==> src/rtl/branch_unit.sv <==
// Branch resolution unit: decodes branch type, computes next PC,
// conditional-move max, kill window after redirects and retire stats.
// Ports: in_* handshake + operands, out_* result handshake,
//        npc/cmov_out/taken/flush results, stat_clr/br_count/tk_count.
module branch_unit #(
  parameter int XLEN     = 32,
  parameter int KILL_CYC = 2,
  parameter int CNT_W    = 16
) (
  input  logic             clk,
  input  logic             rst_n,
  input  logic             in_valid,
  output logic             in_ready,
  input  logic [XLEN-1:0]  pc_plus,
  input  logic [XLEN-1:0]  a,
  input  logic [XLEN-1:0]  b,
  input  logic [2:0]       branch,
  output logic             out_valid,
  input  logic             out_ready,
  output logic [XLEN-1:0]  npc,
  output logic [XLEN-1:0]  cmov_out,
  output logic             taken,
  output logic             flush,
  input  logic             stat_clr,
  output logic [CNT_W-1:0] br_count,
  output logic [CNT_W-1:0] tk_count
);

  typedef enum logic {RUN, HOLD} state_e;

  localparam logic [3:0] KC_INIT = 4'(KILL_CYC);

  state_e           state_q;
  logic [3:0]       kc_q;
  logic             out_valid_q;
  logic [XLEN-1:0]  npc_q;
  logic [XLEN-1:0]  cmov_q;
  logic             taken_q;
  logic             flush_q;
  logic             isbr_q;
  logic [CNT_W-1:0] br_cnt_q;
  logic [CNT_W-1:0] tk_cnt_q;

  logic             a_neg;
  logic             a_zero;
  logic             rel_tk;
  logic             is_jr;
  logic             is_br;
  logic             taken_d;
  logic [XLEN-1:0]  npc_d;
  logic [XLEN-1:0]  cmov_d;
  logic             accept;
  logic             retire;

  assign a_neg  = a[XLEN-1];
  assign a_zero = (a == '0);

  always_comb begin
    rel_tk = 1'b0;
    is_jr  = 1'b0;
    is_br  = 1'b1;
    case (branch)
      3'b001:  rel_tk = 1'b1;
      3'b010:  rel_tk = a_neg;
      3'b011:  rel_tk = !a_neg && !a_zero;
      3'b100:  rel_tk = a_zero;
      3'b101:  is_jr  = 1'b1;
      3'b110:  rel_tk = !a_zero;
      default: is_br  = 1'b0;
    endcase
  end

  assign taken_d = rel_tk | is_jr;

  always_comb begin
    npc_d = pc_plus;
    if (is_jr)
      npc_d = b;
    else if (rel_tk)
      npc_d = pc_plus + b;
  end

  assign cmov_d = ($signed(a) > $signed(b)) ? a : b;

  // Gated by rst_n so nothing is accepted while reset is held.
  assign in_ready = rst_n && (state_q == RUN)
                  && (!out_valid_q || out_ready);
  assign accept   = in_valid && in_ready;
  assign retire   = out_valid_q && out_ready;

  always_ff @(posedge clk or negedge rst_n) begin
    if (!rst_n) begin
      state_q     <= RUN;
      kc_q        <= 4'd0;
      out_valid_q <= 1'b0;
      npc_q       <= '0;
      cmov_q      <= '0;
      taken_q     <= 1'b0;
      flush_q     <= 1'b0;
      isbr_q      <= 1'b0;
      br_cnt_q    <= '0;
      tk_cnt_q    <= '0;
    end else begin
      // Pulse only on load; a stalled result never re-fires it.
      flush_q <= accept && taken_d;

      if (accept) begin
        out_valid_q <= 1'b1;
        npc_q       <= npc_d;
        cmov_q      <= cmov_d;
        taken_q     <= taken_d;
        isbr_q      <= is_br;
      end else if (retire) begin
        out_valid_q <= 1'b0;
      end

      // Kill window runs regardless of output backpressure.
      unique case (state_q)
        RUN: begin
          if (accept && taken_d && (KILL_CYC > 0)) begin
            state_q <= HOLD;
            kc_q    <= KC_INIT;
          end
        end
        HOLD: begin
          kc_q <= kc_q - 4'd1;
          if (kc_q == 4'd1)
            state_q <= RUN;
        end
        default: state_q <= RUN;
      endcase

      if (stat_clr) begin
        br_cnt_q <= '0;
        tk_cnt_q <= '0;
      end else if (retire) begin
        if (isbr_q && (br_cnt_q != '1))
          br_cnt_q <= br_cnt_q + 1'b1;
        if (taken_q && (tk_cnt_q != '1))
          tk_cnt_q <= tk_cnt_q + 1'b1;
      end
    end
  end

  assign out_valid = out_valid_q;
  assign npc       = npc_q;
  assign cmov_out  = cmov_q;
  assign taken     = taken_q;
  assign flush     = flush_q;
  assign br_count  = br_cnt_q;
  assign tk_count  = tk_cnt_q;

endmodule

==> config.mk <==
export PLATFORM = sky130hd
export DESIGN_NAME = branch_unit
export DESIGN_NICKNAME = d
export VERILOG_FILES = /design/src/rtl/branch_unit.sv
export SDC_FILE = /design/constraint.sdc
export NUM_CORES = 1
export LEC_CHECK = 0
export ABC_AREA = 1
export BUFFER_PORTS_ARGS = -buffer_cell sky130_fd_sc_hd__buf_2
export CORE_MARGIN = 5
export CORE_UTILIZATION = 40
export DETAILED_ROUTE_END_ITERATION = 7
export SETUP_SLACK_MARGIN = 0.1
export SLEW_MARGIN = 10
export SYNTH_ARGS = -nofsm -noshare
export SYNTH_HDL_FRONTEND = slang
export SYNTH_SLANG_ARGS = --single-unit
==> constraint.sdc <==
create_clock -name clk -period 2.1 [get_ports clk]
set_input_delay 0.21 -clock clk [delete_from_list [all_inputs] [get_ports clk]]
set_output_delay 0.21 -clock clk [all_outputs]
set_load 0.1 [all_outputs]
After elaboration in Yosys (flattened, before gate mapping):

Index checks and enable logic that the tools add are counted.

* output and inout port bits: 100
* logic and storage cells: 66
* bits in registers: 105

* bitwise operators: 2
* add/subtract/negate cells: 4
* reductions and logical operators: 20
* muxes and demuxes: 19
* magnitude comparators: 1
* equal/unequal tests: 10

Operators by type and width (number)
* 2-to-1 mux 16 bit: 6
* 2-to-1 mux 32 bit: 3
* adder 16 x 1 -> 16 bit, second input constant: 2
* adder 32 bit: 1
* > comparator 32 bit: 1
* zero test 32 bit: 1
* inequality test 16 bit, second input constant: 2
* == test 3 bit, second input constant: 3
* logical AND 1 bit: 8
* case mux 4 bit (2 select lines): 1
* nonzero test 2 bit: 4
* == test 3 x 2 -> 1 bit, second input constant: 2
* 2-to-1 mux 1 bit: 6
* OR reduction 6 bit: 1
* case mux 1 bit (5 select lines): 1
* == test 4 x 1 -> 1 bit, second input constant: 1
* 2-to-1 mux 4 bit: 1
* AND reduction 2 bit: 2
* subtractor 4 x 1 -> 4 bit, second input constant: 1
* == test 3 x 1 -> 1 bit, second input constant: 1
* zero test 1 bit: 3
* inequality test 2 x 1 -> 1 bit, second input constant: 1
* case mux 1 bit (2 select lines): 1
* logical OR 1 bit: 1
* other kinds (2): 2

Longest topological paths before layout:

* word-level depth: 8
* gate-level depth with buffers: 19
* mapped depth without buffers: 18

Worst setup path after synthesis:

Ideal clock, no wire load.

* path kind: register -> register
* from: register out_valid_q (netlist: out_valid)
* to: register cmov_q[10] (netlist: cmov_out[10])
* arrival: 3.377 ns
* required time: 2.032 ns
* stages on the path, launching flop included: 9
* setup slack: -1.344 ns
* buffers on the path: 1
* clock period less this slack: 3.444 ns
* path through: dfrtp_1 inv_1 o21ai_0 nor2_1 nand2_1 clkinv_1 clkbuf_1 nand3_1 nand2_1

* longest elaborated chain between the ends: 4

RTL lines
* from (decl): RTL line 35 `logic out_valid_q;`
* from (signal assigned): RTL line 95 `out_valid_q <= 1'b0;`
* from (signal assigned): RTL line 108 `out_valid_q <= 1'b1;`
* from (signal assigned): RTL line 114 `out_valid_q <= 1'b0;`
* zero test 1 bit: RTL line 87 `&& (!out_valid_q || out_ready);`
* logical OR 1 bit: RTL line 87
* logical AND 1 bit: RTL line 87
* named net in_ready: RTL line 13 `output logic in_ready,`
* logical AND 1 bit: RTL line 88 `assign accept = in_valid && in_ready;`
* to (signal assigned): RTL line 110 `cmov_q <= cmov_d;`
* to (decl): RTL line 37 `logic [XLEN-1:0] cmov_q;`

The timed path passes the listed nets, and every way through them passes these cells.
A chain may end at the register's enable or synchronous reset.

Worst setup path after layout:

* from: register br_cnt_q[0] (netlist: br_count[0])
* to: register br_cnt_q[11] (netlist: br_count[11])

* longest elaborated chain between the ends: 4
* elaborated cells between the ends (all ways): 8
* those cells by class: add/sub (1); eq/ne (1); mux (3); reduce/logical (3)

RTL lines
* from (decl): RTL line 41 `logic [CNT_W-1:0] br_cnt_q;`
* from (signal assigned): RTL line 138 `br_cnt_q <= br_cnt_q + 1'b1;`
* adder 16 x 1 -> 16 bit or inequality test 16 bit (tied branches): RTL line 138, 137
* 2-to-1 mux 16 bit or logical AND 1 bit (tied branches): RTL line 137 `if (isbr_q && (br_cnt_q != '1))`
* 2-to-1 mux 16 bit or nonzero test 2 bit (tied branches)
* 2-to-1 mux 16 bit or AND reduction 2 bit (tied branches)

Parallel ways exist; a longest one is shown, timed or not. The select of a mux whose other input is x is not followed.

==> key figures <==
STA
  • Post-Route Setup TNS: 0 ns
  • Worst-Margin Slew: 0.746 ns
  • Fin worst setup slack: approximately 0.25 ns
  • Peak Freq: between 500 and 600 MHz
  • Max-slew violations: 0
  • # setup viols final: 0
  • Final Hold Vio Count: 0
  • Final min period: 1.85 ns
  • RSZ-0062 raised after global routing: false
  • Slew HR: 0.503
  • Final Skew: about 0.016 ns
  • Final worst-path cycle share: 0.881

Synthesis
  • Ys Warns: 0
  • Post-synthesis async set-or-reset flop share: 1.00
  • Mapped Area: ~9000 µm²
  • Syn Inst Count: 1,414
  • Synth unique cells: 38
  • Syn avg cell area: 6.34 µm²
  • Synth area leader: dfrtp_1
  • Yosys reg bits: ~110
  • Synth cell count leaders: nand2_1, inv_1, nand3_1, dfrtp_1, a21oi_1
  • Primary FF master, synth: dfrtp_1
  • Synth area leaders: dfrtp_1, nand2_1, ha_1
  • Syn nets: around 1,600
  • Most common cell in the netlist: nand2_1
  • Seq/Total Area, Yosys: 0.293
  • Post-synth EDFFs: 0
  • Yosys top cell area share: 0.293

Clock network
  • Hold-fix buffers, CTS: 0
  • CTS root buffer: clkbuf_16
  • Clock Sinks: 105
  • H-tree levels: 3
  • Clk_lat worst skew: ~0.36 ns
  • TritonCTS clock tree: built
  • Clock Path Buffers: 2
  • Reg clk slew, reported paths: roughly 0.080 ns
  • Total CTS buffers: 9

Floorplanning
  • # IOs: ~200
  • Die Ht: about 160 µm
  • Core Area: 22,000 µm²
  • Standard-cell rows: between 50 and 60
  • Initial Util: 0.408
  • DIE AREA: approximately 25,000 µm²
  • Width of the die: 160 µm

Critical path
  • Worst r2r src: br_count[0]$_DFFE_PN0P_
  • CP required: ~2.3 ns
  • Reg2Reg Setup Slack: around 0.25 ns
  • Arrival time worst endpoint: around 2.1 ns
  • CP Capture Point: br_count[11]$_DFFE_PN0P_
  • Crit path from: br_count[0]$_DFFE_PN0P_
  • Worst setup EP type: register
  • R2r worst-path depth: 12
  • WS Path Type: reg -> reg
  • Setup crit start kind: register
  • Maximum fanout along the worst path: 6
  • Reg2reg end: br_count[11]$_DFFE_PN0P_

GRT
  • Antenna violations before repair: 0
  • Wire length of the first global-routing pass: 50.7 mm
  • Largest net degree at the start of global routing: 60
  • Overflow after GRT: 0
  • GRT Total Usage: 0.244
  • Vias in the first global route: between 9,000 and 10,000

Power and ir drop
  • Overall Power: 0.0132 W
  • PwrDens: approximately 1200 nW/µm²
  • Max VDD drop: 0.888 mV
  • Leakage: about 6.6 nW

Job
  • Max_cap viols: 0

Layout
  • Area grow syn2layout: 27.3%
  • Nets: about 1,900
  • # diodes: 0
  • Non-filler cells, final: a little under 2,000
  • Share of cells above drive strength 1: 0.232

Outcome
  • Status: finished, final reports clean

Route
  • Iteration-0 DRC Markers: 947
  • Routed wire length: approximately 31 mm
  • DRT Pass-1 Iters: 5
  • DRC: 0
  • Vias/cell: roughly 5.0
  • WL/cell: roughly 16 µm
  • Via count: about 10,000
  • Final antenna-violating net count: 0

Place
  • Placed wire-length estimate: 25.6 mm
  • Placed cell count: 1,961
  • Dpl ws: -0.0687 ns
  • PortBufs: 203
  • Placer Congestion: 0.937

Hold path
  • HP Class: in -> async
-- power by group --
group	switching [W]	internal [W]	total, W	leakage, nW
clock	0.000889	0.000839	0.00173	0.141
sequential	0.000403	0.00272	0.00312	1.30
combinational	0.00679	0.00151	0.00831	5.14
-- worst max-delay path, stage by stage (launching register included) --
cell,delay [ns]
dfrtp_4,0.44
ha_1,0.18
nand2_1,0.11
nor3_2,0.21
nand3_2,0.10
nand2_2,0.10
nand2_2,0.12
nand2_2,0.13
inv_2,0.07
nand2_2,0.07
nor2_1,0.04
o21ai_1,0.11
nor2_1,0.05
-- stage by stage --
| step | hold WS, ns | util | instance area (µm²) |
|---|---|---|---|
| global route | 0.0825 | 0.519 | 11400 |
| finish | 0.0242 | 0.519 | 11400 |
| global placement | 0.434 | 0.504 | 11100 |
| floorplan | -0.0856 | - | 9060 |
| detailed placement | 0.432 | 0.504 | 11100 |
| CTS | 0.0455 | 0.517 | 11400 |
-- worst min path at each step --
| stage | start | endpoint | slack (ns) | cells after the start |
|---|---|---|---|---|
| 3_5_place_dp | rst_n | tk_count[12]$_DFFE_PN0P_ | 0.43 | 2 |
| 5_1_grt | out_ready | out_valid$_DFFE_PN0P_ | 0.08 | 2 |
| 2_1_floorplan | rst_n | br_count[10]$_DFFE_PN0P_ | -0.09 | 0 |
| 6_report | rst_n | tk_count[12]$_DFFE_PN0P_ | 0.02 | 2 |
| 3_3_place_gp | rst_n | tk_count[12]$_DFFE_PN0P_ | 0.43 | 2 |
| 4_1_cts | rst_n | npc[31]$_DFFE_PN0P_ | 0.05 | 2 |
-- area by class of cell --
type,instances,area [µm²]
multi-input combinational,1058,5400
clock buffer,10,229
timing repair buffer,314,1910
tap,280,350
clock inverter,6,57.6
inverter,207,779
sequential,105,2680
fill,2293,10600
-- flip-flops by register name (all words and copies together), names as in the netlist --
name / cells
cmov_out: 32
npc: 32
br_count: 16
tk_count: 16
kc_q: 4
flush: 1
isbr_q: 1
out_valid: 1
state_q: 1
taken: 1
-- placed cells by master (no fill, tap or decap), types with 2 or more instances in the layout --
master / count
a21oi_1: 93
a31oi_1: 2
and2_1: 2
buf_12: 5
buf_2: 202
buf_4: 107
clkbuf_16: 9
clkinv_1: 2
clkinv_4: 2
dfrtp_1: 76
dfrtp_2: 24
dfrtp_4: 5
ha_1: 66
inv_1: 201
inv_2: 3
inv_6: 2
inv_8: 2
nand2_1: 498
nand2_2: 9
nand2_4: 3
nand3_1: 138
nand3_2: 4
nand4_1: 48
nor2_1: 81
nor2_2: 7
nor2_4: 2
nor3_1: 18
nor3_2: 2
nor4_1: 7
o21a_1: 3
o21ai_0: 28
o21ai_1: 3
o21bai_1: 6
o31ai_1: 6
or2_2: 2
xnor2_1: 4
xor2_1: 18
-- logic make-up after synthesis --
family          after synthesis  share of synthesized area
simple gates                823                      0.393
fa+ha+maj                    68                     0.0958
compound gates              145                     0.0864
flops                       105                      0.293
buf+inv                     251                      0.110
xor+xnor                     22                     0.0215
-- what timing repair did --
action | CTS | global route
endpoints found under the setup margin | 0 | 12
setup buffers | 0 | 3
gates resized for setup | 0 | 8
-- metal layers --
layer,track usage,up-vias,part of all wire
li1,-,5100,-
met1,0.349,4532,0.48
met2,0.389,300,0.45
met3,0.0289,44,0.053
met4,0.0706,0,0.024
met5,0,-,0
(Power assumes the default switching activity.)
